===== src/rtl/er_dma_initiator.sv =====
// ============================================================================
// Module      : er_dma_initiator
// Description : Single-channel word-copy DMA initiator for the openMSP430 DMA
//               port, deferring bus beats while the CPU executes inside the
//               protected region with exec still valid.
// Revision    : 1.0 - initial release
// ============================================================================
`timescale 1ns/1ps
`default_nettype none

module er_dma_initiator #(
  parameter int CNT_W = 16
) (
  input  logic             clk,
  input  logic             rst,
  input  logic             start_i,
  input  logic             force_i,
  input  logic             abort_i,
  input  logic [15:0]      src_i,
  input  logic [15:0]      dst_i,
  input  logic [CNT_W-1:0] count_i,
  input  logic [15:0]      pc_i,
  input  logic [15:0]      er_min_i,
  input  logic [15:0]      er_max_i,
  input  logic             exec_i,
  output logic             dma_en_o,
  output logic [14:0]      dma_addr_o,
  output logic [1:0]       dma_we_o,
  output logic [15:0]      dma_din_o,
  input  logic [15:0]      dma_dout_i,
  input  logic             dma_ready_i,
  input  logic             dma_resp_i,
  output logic             busy_o,
  output logic             deferred_o,
  output logic             done_o,
  output logic             err_o,
  output logic [CNT_W-1:0] remaining_o
);

  typedef enum logic [2:0] {
    S_IDLE    = 3'd0,
    S_GATE    = 3'd1,
    S_WAIT_ER = 3'd2,
    S_RD      = 3'd3,
    S_WR      = 3'd4
  } state_t;

  state_t           state_q, state_d;
  logic [15:0]      src_q, src_d;
  logic [15:0]      dst_q, dst_d;
  logic [15:0]      data_q, data_d;
  logic [CNT_W-1:0] rem_q, rem_d;
  logic             abort_q, abort_d;
  logic             done_q, done_d;
  logic             err_q, err_d;

  logic w_hold;
  logic w_abort_req;

  // Defer while the CPU is inside the protected region and exec is still valid.
  assign w_hold      = exec_i && (pc_i >= er_min_i) && (pc_i <= er_max_i) && !force_i;
  assign w_abort_req = abort_i || abort_q;

  always_ff @(posedge clk or posedge rst) begin
    if (rst) begin
      state_q <= S_IDLE;
      src_q   <= '0;
      dst_q   <= '0;
      data_q  <= '0;
      rem_q   <= '0;
      abort_q <= 1'b0;
      done_q  <= 1'b0;
      err_q   <= 1'b0;
    end else begin
      state_q <= state_d;
      src_q   <= src_d;
      dst_q   <= dst_d;
      data_q  <= data_d;
      rem_q   <= rem_d;
      abort_q <= abort_d;
      done_q  <= done_d;
      err_q   <= err_d;
    end
  end

  always_comb begin
    state_d = state_q;
    src_d   = src_q;
    dst_d   = dst_q;
    data_d  = data_q;
    rem_d   = rem_q;
    abort_d = abort_q;
    done_d  = 1'b0;
    err_d   = 1'b0;

    case (state_q)
      S_IDLE: begin
        abort_d = 1'b0;
        if (start_i) begin
          if (count_i != '0) begin
            src_d   = src_i;
            dst_d   = dst_i;
            rem_d   = count_i;
            state_d = S_GATE;
          end else begin
            done_d = 1'b1;
          end
        end
      end

      S_GATE: begin
        if (abort_i) begin
          state_d = S_IDLE;
        end else if (w_hold) begin
          state_d = S_WAIT_ER;
        end else begin
          state_d = S_RD;
        end
      end

      S_WAIT_ER: begin
        if (abort_i) begin
          state_d = S_IDLE;
        end else if (!w_hold) begin
          state_d = S_RD;
        end
      end

      // An abort during a beat is remembered until the beat finishes.
      S_RD: begin
        if (abort_i) begin
          abort_d = 1'b1;
        end
        if (dma_ready_i) begin
          abort_d = 1'b0;
          if (dma_resp_i) begin
            err_d   = 1'b1;
            state_d = S_IDLE;
          end else if (w_abort_req) begin
            state_d = S_IDLE;
          end else begin
            data_d  = dma_dout_i;
            state_d = S_WR;
          end
        end
      end

      S_WR: begin
        if (abort_i) begin
          abort_d = 1'b1;
        end
        if (dma_ready_i) begin
          abort_d = 1'b0;
          if (dma_resp_i) begin
            err_d   = 1'b1;
            state_d = S_IDLE;
          end else if (w_abort_req) begin
            state_d = S_IDLE;
          end else begin
            src_d = src_q + 16'd2;
            dst_d = dst_q + 16'd2;
            rem_d = rem_q - CNT_W'(1);
            if (rem_q == CNT_W'(1)) begin
              done_d  = 1'b1;
              state_d = S_IDLE;
            end else begin
              state_d = S_GATE;
            end
          end
        end
      end

      default: begin
        state_d = S_IDLE;
      end
    endcase
  end

  // Bus outputs decode straight from registered state, so they hold while stalled.
  assign dma_en_o    = (state_q == S_RD) || (state_q == S_WR);
  assign dma_we_o    = (state_q == S_WR) ? 2'b11 : 2'b00;
  assign dma_addr_o  = (state_q == S_RD) ? src_q[15:1] :
                       (state_q == S_WR) ? dst_q[15:1] : 15'd0;
  assign dma_din_o   = (state_q == S_WR) ? data_q : 16'd0;
  assign busy_o      = (state_q != S_IDLE);
  assign deferred_o  = (state_q == S_WAIT_ER);
  assign done_o      = done_q;
  assign err_o       = err_q;
  assign remaining_o = rem_q;

endmodule

`default_nettype wire


===== config.mk =====
export PLATFORM = sky130hd
export DESIGN_NAME = er_dma_initiator
export DESIGN_NICKNAME = d
export VERILOG_FILES = /design/src/rtl/er_dma_initiator.sv
export SDC_FILE = /design/constraint.sdc
export NUM_CORES = 1
export LEC_CHECK = 0
export BUFFER_PORTS_ARGS = -buffer_cell sky130_fd_sc_hd__buf_4
export CAP_MARGIN = 40
export CORE_AREA = 2 2 107 109
export DETAILED_ROUTE_END_ITERATION = 10
export DIE_AREA = 0 0 109 111
export PLACE_DENSITY = 0.79
export SYNTH_ARGS = -nofsm -noshare
export SYNTH_HDL_FRONTEND = slang
export SYNTH_SLANG_ARGS = --single-unit

===== constraint.sdc =====
create_clock -name clk -period 1.8 [get_ports clk]
set_input_delay 0.18 -clock clk [delete_from_list [all_inputs] [get_ports clk]]
set_output_delay 0.18 -clock clk [all_outputs]
set_load 0.03 [all_outputs]

==> results_dict.tcl, run 1 <==
set metrics [dict create \
    outcome "finished, final reports clean" \
    period_needed_ns 1.80 \
    cts_buffers 9 \
    cts_buffer_depth 2 \
    grtUsageMet1_pct 31.2 \
    busiest_layer "met2" \
    die_y_um 111 \
    cp.arrival_ns 2.06 \
    syn_inst 586 \
    finalHoldViolations 0 \
    use_met3_pct 6.23 \
    hp-class "primary input to register" \
    clock.fmax_mhz 556 \
    tightest_slew_ns 0.484 \
    cts.sinks 68 \
    layout_commonest_cell "buf_4" \
    critPathLaunchType "register" \
    vias 5395 \
    core-area_um2 11100 \
    yosys_most_used_dff "dfrtp_1" \
    syn_area_per_cell_um2 8.37 \
    use_met2_pct 44.2 \
    rsz0062_at_grt "true" \
    power_density_nw_per_um2 1350 \
    drt_pre_antenna_iters 5 \
    ys_seq_area_share_pct 34.7 \
    crit_path_end_kind "register" \
    irDropWorstVdd_mv 0.637 \
    grt_pass1_vias 5277 \
    io_buffers 171 \
    gr-total-overflow 0 \
    min_from "dma_dout_i[11]" \
    wl_per_cell_um 17.1 \
    areaGrowthSynthToFinish_pct 47.3 \
    h-tree-depth 3 \
    clkPwrFrac_pct 22.4 \
    place_congestion 0.892 \
    synth_cell_types 57 \
    layout_common_cells "buf_4 (198), dfrtp_1 (66), a21oi_1 (63), nand2_1 (50)" \
    syn_area_um2 4910 \
    p_seq_share_pct 30.3 \
    antenna_found_initial 0 \
    worst_ep_required_time_ns 2.06 \
    synth_warnings 0 \
    fin_util_pct 65.3 \
    switching_share_pct 40.6 \
    dp_hpwl_um 11400 \
    grt_max_degree 37 \
    insertion_delay_ns 0.34 \
    cp_max_fo 6 \
    relSlewSlack_pct 67.7 \
    cp-startpoint "remaining_o[1]" \
    multi_input_area_um2 2990 \
    grt_pass1_wl_um 25000 \
    ant_nets 0 \
    vias_per_cell 5.82 \
    path_class "register to register" \
    finalMaxSlewViolations 0 \
    seqCellArea_um2 1700 \
    fp.dieW_um 109 \
    dieArea_um2 12100 \
    p_sw_w 0.00396 \
    hold_slack_ns 0.0696 \
    rows 39 \
    synth_edf_count 0 \
    r2r_start "remaining_o[1]" \
    cts_tree "yes" \
    drive_gt1_share_pct 37.0 \
    num-fill-cells 885 \
    finalCritPeriodShare_pct 100 \
    grtUsageTotal_pct 25.6 \
    maxCapViolations 0 \
    drcViolationCount 0 \
    start_util_pct 44.3 \
    synth-seq-cells 68 \
    fin_nets 935 \
    clock-root-buffer "clkbuf_16" \
    setup_violations 0 \
    p_comb_share_pct 47.3 \
    clk_pin_slew_worst_paths_ns 0.06 \
    ioPinCount 174 \
    num_antenna_cells 0 \
    intPower_w 0.00579 \
    syn_nets 742 \
    leakage_nw 3.53 \
    async_reset_ff_share_pct 100 \
    drt_first_iter_violations 600 \
    finalClockSkew_ns 0.00670 \
    wirelength_um 15800 \
]
[worst max-delay path, stage by stage (launching register included)]
cell,delay [ns]
dfrtp_1,0.40
or4_4,0.55
nor4_4,0.23
buf_4,0.19
and2_4,0.15
a31oi_2,0.08
o21ai_1,0.13
[per-layer routing]
metal / vias to the layer above / part of all wire, %
li1: 2548 / -
met1: 2550 / 39
met2: 265 / 51
met3: 32 / 8.3
met4: 0 / 1.9
met5: - / 0
[worst paths after layout]
| check | to | slack, ns | depth (start not counted) |
|---|---|---|---|
| hold / removal | data_q[11] | 0.07 | 2 |
| hold reg to reg | data_q[9] | 0.50 | 1 |
| min in group asynchronous | data_q[13] | 0.55 | 4 |
| setup / recovery | remaining_o[15] | 0.0003 | 6 |
| setup reg to reg | remaining_o[15] | 0.0003 | 6 |
| max in group asynchronous | remaining_o[0] | 0.87 | 4 |
[power groups by stage]
stage,sequential (W),combinational (W),clock (W)
after CTS,0.00291,0.00429,0.00220
after global placement,0.00286,0.00410,0
after global routing,0.00305,0.00498,0.00228
final,0.00296,0.00461,0.00219
after floorplan,0.00315,0.00232,0
after detailed placement,0.00293,0.00421,0
[cell usage after synthesis, types with 4 or more instances]
cell type / number / area (um2)
nor4_1: 5 / 31.3
dfrtp_1: 68 / 1700
a22oi_1: 5 / 37.5
nor4_2: 5 / 62.6
nor3_1: 12 / 60.1
and3_1: 21 / 131
buf_2: 12 / 60.1
a31oi_1: 10 / 62.6
a21oi_1: 63 / 315
buf_4: 6 / 45.0
nand4_1: 15 / 93.8
nand3_1: 17 / 85.1
o21ai_0: 40 / 200
o21ai_1: 4 / 20.0
nand2_1: 52 / 195
nor2b_1: 4 / 25.0
ha_1: 36 / 450
a22o_1: 9 / 78.8
o22ai_1: 16 / 100
a2bb2oi_1: 15 / 131
nor2_1: 40 / 150
mux2_2: 16 / 180
inv_1: 41 / 154
o21a_1: 5 / 37.5
clkbuf_1: 18 / 67.6
[what timing repair did]
action                                 CTS  global route
pin swaps                                0             6
gates cloned                             1             2
endpoints found under the hold margin   32             0
resized for setup                       12            36
buffers inserted                         0             8
hold buffers                             1             0
setup endpoints to repair               18            38
[cells by family (layout without fill, tap and decap cells)]
logic type               after synthesis  count (layout)  share of synthesized area, %
AO/OA/AOI/OAI                        194             194                          24.8
AND/OR/NAND/NOR                      190             190                          20.1
buffers and inverters                 79             277                          6.99
flip-flops                            68              68                          34.7
adder cells (fa/ha/maj)               36              36                          9.18
multiplexers                          19              19                          4.28
[sequential cells by signal, indices dropped and copies added, names as in the netlist]
register and flops:
data_q 16, err_o 1, done_o 1, remaining_o 16, src_q 15, state_q 3, abort_q 1, dst_q 15
[metrics by stage]
stage	instance area (um2)	power (W)	setup TNS [ns]	std cells	setup WS, ns
6_report	7230	0.00975	0	927	0.000335
5_1_grt	7230	0.0103	-0.504	927	-0.0790
4_1_cts	6960	0.00940	0	917	0.00685
3_5_place_dp	6510	0.00713	-0.121	899	-0.0401
3_3_place_gp	6510	0.00696	-0.000997	899	-0.000997
2_1_floorplan	4920	0.00547	0	586	0.0133
[layout make-up]
cell class / count / share of cell area [%]
clock buffers: 9 / 3.12
repair buffers: 220 / 25.3
well taps: 143 / 2.47
clock inverters: 7 / 1.92
flip-flops and latches: 68 / 23.6
multi-input cells: 439 / 41.3
inverters: 41 / 2.35
Power figures use the tool's default switching activity.
==> run 2, diff against run 1 <==
--- a/config.mk
+++ b/config.mk
@@ -7,10 +7,12 @@
 export LEC_CHECK = 0
 export BUFFER_PORTS_ARGS = -buffer_cell sky130_fd_sc_hd__buf_4
 export CAP_MARGIN = 40
-export CORE_AREA = 2 2 107 109
+export CELL_PAD_IN_SITES_DETAIL_PLACEMENT = 0
+export CELL_PAD_IN_SITES_GLOBAL_PLACEMENT = 1
+export CORE_AREA = 2 2 125 127
 export DETAILED_ROUTE_END_ITERATION = 10
-export DIE_AREA = 0 0 109 111
-export PLACE_DENSITY = 0.79
+export DIE_AREA = 0 0 127 129
+export PLACE_DENSITY = 0.8
 export SYNTH_ARGS = -nofsm -noshare
 export SYNTH_HDL_FRONTEND = slang
 export SYNTH_SLANG_ARGS = --single-unit
==> constraint.sdc (replaced) <==
create_clock -name clk -period 1.8 [get_ports clk]
set_input_delay 0.18 -clock clk [delete_from_list [all_inputs] [get_ports clk]]
set_output_delay 0.18 -clock clk [all_outputs]
set_load 0.005 [all_outputs]
==> run 2 against run 1 <==
  * The flow now finishes with violations (negative setup slack)
  * Utilization is 17 points lower
  * Clock skew is 0.0022 ns lower
  * Sequential power is 2% lower
  * Sequential share of layout area hardly changed
  * Worst setup slack worse by 0.012 ns
  * Non-clock buffer count is 7 higher
  * Critical path type is now register to output port
==> results_dict.tcl, run 2 (synthesis results as in run 1) <==
set metrics [dict create \
    outcome "finished with violations" \
    violations "negative setup slack" \
    hp-class "primary input to register" \
    areaGrowthSynthToFinish_pct 46.9 \
    ant_nets 0 \
    finalMaxSlewViolations 0 \
    cts_buffers 9 \
    ioPinCount 174 \
    layout_common_cells "buf_4 (207), dfrtp_1 (68), a21oi_1 (63), nand2_1 (47)" \
    crit_path_end_kind "output port" \
    drt_pre_antenna_iters 4 \
    whs_path_depth 2 \
    path_class "register to output port" \
    gr-total-overflow 0 \
    cts_tree "yes" \
    wirelength_um 15900 \
    finalHoldViolations 0 \
    use_met2_pct 33.6 \
    period_needed_ns 1.81 \
    dpl-instance-area_um2 6620 \
    rsz0062_at_grt "true" \
    rows 45 \
    grtUsageTotal_pct 19.4 \
    critPathLaunchType "register" \
    finalCritPeriodShare_pct 101 \
    clock.fmax_mhz 552 \
    grt_max_degree 69 \
    use_met3_pct 4.41 \
    cp.arrival_ns 1.63 \
    antenna_found_initial 0 \
    grt_pass1_wl_um 25500 \
    drt_first_iter_violations 283 \
    busiest_layer "met2" \
    tightest_slew_ns 0.453 \
    drive_gt1_share_pct 36.5 \
    grtUsageMet1_pct 23.1 \
    dieArea_um2 16400 \
    num_antenna_cells 0 \
    maxCapViolations 0 \
    relSlewSlack_pct 69.6 \
    leakage_nw 3.51 \
    vias_per_cell 5.36 \
    cts_buffer_depth 2 \
    stdcell_area_um2 7210 \
    worst_slack_ns -0.0121 \
    fin_tns_setup_ns -0.0121 \
    power_density_nw_per_um2 1210 \
    cts.sinks 68 \
    reg2reg_depth 6 \
    worst_ep_required_time_ns 1.62 \
    clock-root-buffer "clkbuf_16" \
    start_util_pct 32.8 \
    wl_per_cell_um 16.2 \
    irDropWorstVdd_mv 0.491 \
    die_y_um 129 \
    finalClockSkew_ns 0.00445 \
    clk_pin_slew_worst_paths_ns 0.06 \
    hold_slack_ns 0.0673 \
    cp_max_fo 14 \
    fin_util_pct 48.1 \
    h-tree-depth 3 \
    drcViolationCount 0 \
    dp_hpwl_um 11900 \
    vias 5251 \
    setup_violations 1 \
    fp.dieW_um 127 \
    place_congestion 0.875 \
    core-area_um2 15000 \
    layout_commonest_cell "buf_4" \
    grt_pass1_vias 5258 \
    insertion_delay_ns 0.34 \
    io_buffers 171 \
    fin_nets 942 \
]
==> run 2: cell types whose count changed in the layout (fill, tap and decap cells not counted), sizes merged <==
cell,change
buf,+9
clkbuf,-2
clkinv,-2
clkinvlp,+4
bufinv,-3
inv,+1
==> run 2: report_power, final <==
group	switching, W	internal [W]
clock network	0.000739	0.00108
logic	0.00191	0.00208
registers	0.000662	0.00224
==> run 2: final timing paths <==
path | from | to | slack (ns)
setup / recovery | state_q[2] | busy_o | -0.01
hold / removal | dma_dout_i[10] | data_q[10] | 0.07
setup reg to reg | remaining_o[1] | remaining_o[15] | 0.08
hold reg to reg | data_q[9] | data_q[9] | 0.50
max in group asynchronous | rst | remaining_o[4] | 0.97
min in group asynchronous | rst | data_q[10] | 0.47
==> run 2: what timing repair did <==
action,4_1_cts,5_1_grt
pin swaps,3,10
setup buffers,10,2
gates cloned,2,0
setup endpoints to repair,22,37
hold buffers,1,0
hold endpoints to repair,68,0
resized for setup,18,25
==> run 2: metrics by stage <==
stage                     power, W  setup WS, ns  cells
after global placement     0.00644       -0.0456    949
after CTS                  0.00871       -0.0259    978
after global routing       0.00933       -0.0639    979
final                      0.00872       -0.0121    979
after floorplan            0.00484         0.111    586
after detailed placement   0.00659       -0.0559    949
==> run 2: metal layers <==
metal	vias up	routed length, um
met5	-	0
met4	0	414
met3	31	924
met2	159	7880
met1	2508	6670
li1	2553	-
==> run 2: worst max-delay path, cell delays in order, from the launching register on <==
cell and delay [ns]:
dfrtp_1 0.40, buf_6 0.14, buf_12 0.12, buf_4 0.17, or3_1 0.31, buf_4 0.15
==> run 2: layout make-up <==
| type | count | area, um2 |
|---|---|---|
| clock inverters | 7 | 77.6 |
| repair buffers | 227 | 1870 |
| fillers | 1476 | 7770 |
| inverters | 41 | 160 |
| flip-flops and latches | 68 | 1700 |
| clock buffers | 9 | 225 |
| well taps | 188 | 235 |
| multi-input cells | 439 | 2940 |
==> run 3, diff against run 2 <==
--- a/config.mk
+++ b/config.mk
@@ -16,3 +16,4 @@
 export SYNTH_ARGS = -nofsm -noshare
 export SYNTH_HDL_FRONTEND = slang
 export SYNTH_SLANG_ARGS = --single-unit
+export TNS_END_PERCENT = 20
==> run 3 against run 2 <==
  * The run still ends with negative setup slack left
  * Design area fell by 0.69%
  * Fmax rose by 0.11%
  * Flip-flop and latch count did not move
  * Hold slack barely moved
  * Routed wire length barely moved
  * Sequential share of layout area rose by 0.16 points
  * Non-clock buffer count fell by 1
  * Clock-buffer cell count did not move
  * Cell count fell by 0.10%
  * Critical path depth did not move
  * Combinational power fell by 1%
  * Critical path type unchanged
  * Largest power group unchanged
  * Highest routed layer unchanged
==> results_dict.tcl, run 3 (synthesis results as in run 1) <==
set metrics [dict create \
    drcViolationCount 0 \
    power_density_nw_per_um2 1210 \
    dp_hpwl_um 11900 \
    cp-startpoint "state_q[2]" \
    start_util_pct 32.8 \
    grt_pass1_wl_um 25500 \
    worst_ep_required_time_ns 1.62 \
    gr-total-overflow 0 \
    path_class "register to output port" \
    rsz0062_at_grt "true" \
    ant_nets 0 \
    outcome "finished with violations" \
    period_needed_ns 1.81 \
    cts_tree "yes" \
    clock-root-buffer "clkbuf_16" \
    core-area_um2 15000 \
    layout_common_cells "buf_4 (208), dfrtp_1 (68), a21oi_1 (63), nand2_1 (50)" \
    finalCritPeriodShare_pct 101 \
    min_from "dma_dout_i[10]" \
    finalMaxSlewViolations 0 \
    wl_per_cell_um 16.3 \
    grt_max_degree 69 \
    antenna_found_initial 0 \
    irDropWorstVdd_mv 0.490 \
    cp_max_fo 14 \
    critPathLaunchType "register" \
    tightest_slew_ns 0.454 \
    drive_gt1_share_pct 35.8 \
    whs_path_depth 2 \
    die_y_um 129 \
    cp.arrival_ns 1.63 \
    crit_path_end_kind "output port" \
    vias_per_cell 5.35 \
    vias 5237 \
    place_congestion 0.875 \
    finalHoldViolations 0 \
    finalClockSkew_ns 0.00369 \
    ioPinCount 174 \
    insertion_delay_ns 0.34 \
    dieArea_um2 16400 \
    r2r_start "remaining_o[0]" \
    io_buffers 171 \
    relSlewSlack_pct 69.5 \
    clk_pin_slew_worst_paths_ns 0.06 \
    power.total_w 0.00865 \
    drt_first_iter_violations 282 \
    leakage_nw 3.49 \
    cts.sinks 68 \
    hp-class "primary input to register" \
    num-fill-cells 1494 \
    fin_nets 941 \
    setup.worst_path.end "busy_o" \
    drt_pre_antenna_iters 4 \
    fin_util_pct 47.8 \
    clock.fmax_mhz 552 \
    violations "negative setup slack" \
    areaGrowthSynthToFinish_pct 45.9 \
    reg2reg_to "remaining_o[15]" \
    num_antenna_cells 0 \
    seqCellArea_um2 1700 \
    wirelength_um 15900 \
    setup_violations 1 \
    cts_buffers 9 \
    grtUsageTotal_pct 19.4 \
    h-tree-depth 3 \
    worst_slack_ns -0.0101 \
    reg2reg_depth 6 \
    cts_buffer_depth 2 \
    multi_input_area_um2 2910 \
    grt_pass1_vias 5245 \
    fp.dieW_um 127 \
    maxCapViolations 0 \
    layout_commonest_cell "buf_4" \
    reg2reg_slack_ns 0.01 \
    rows 45 \
]
[run 3: changes by cell type in the layout (fill, tap and decap cells not counted), sizes merged]
cell / before / now
buf: 225 / 224
[run 3: what timing repair did]
item                                    CTS  global route
hold buffers                              1             0
endpoints found under the setup margin   22            37
pin swaps                                 3             6
endpoints found under the hold margin    68             0
cloned                                    2             0
gates resized for setup                  18            17
buffers inserted                          8             3
[run 3: how the worst min path moves through the flow]
stage                  to  slack [ns]
6_report       data_q[10]        0.07
5_1_grt         data_q[6]        0.06
4_1_cts        data_q[10]        0.05
3_5_place_dp   data_q[10]        0.32
3_3_place_gp   data_q[13]        0.32
2_1_floorplan    dst_q[2]        0.33
[run 3: per-stage QoR]
| step | setup slack (ns) | instances | area [um2] | hold WS [ns] | TNS [ns] |
|---|---|---|---|---|---|
| after floorplan | 0.111 | 586 | 4910 | 0.330 | 0 |
| after global placement | -0.0456 | 949 | 6620 | 0.319 | -0.0660 |
| after detailed placement | -0.0559 | 949 | 6620 | 0.321 | -0.332 |
| after CTS | -0.0426 | 976 | 7110 | 0.0495 | -0.182 |
| after global routing | -0.0554 | 978 | 7160 | 0.0587 | -0.661 |
| final | -0.0101 | 978 | 7160 | 0.0674 | -0.0101 |
[run 3: metal layers]
| metal | share of wire (%) | track usage, % | vias up |
|---|---|---|---|
| met3 | 6.1 | 4.41 | 30 |
| li1 | - | - | 2551 |
| met4 | 2.6 | 8.79 | 0 |
| met1 | 42 | 23.1 | 2482 |
| met5 | 0 | 0 | - |
| met2 | 49 | 33.5 | 174 |
[run 3: where the power goes]
group,total [W],internal [W],switching (W)
sequential,0.00289,0.00224,0.000647
combinational,0.00395,0.00206,0.00189
clock,0.00182,0.00108,0.000740
total,0.00865,0.00537,0.00328
[run 3: layout make-up]
cell class / count / share of cell area, %
multi-input combinational: 439 / 40.6
tap: 188 / 3.28
sequential: 68 / 23.8
timing repair buffer: 226 / 25.9
clock buffer: 9 / 3.15
inverter: 41 / 2.24
clock inverter: 7 / 1.08
[run 3: critical path, cell delays in order (launching register included)]
cell and delay [ns]:
dfrtp_1 0.40, buf_6 0.14, buf_12 0.11, buf_4 0.17, or3_1 0.31, buf_4 0.15
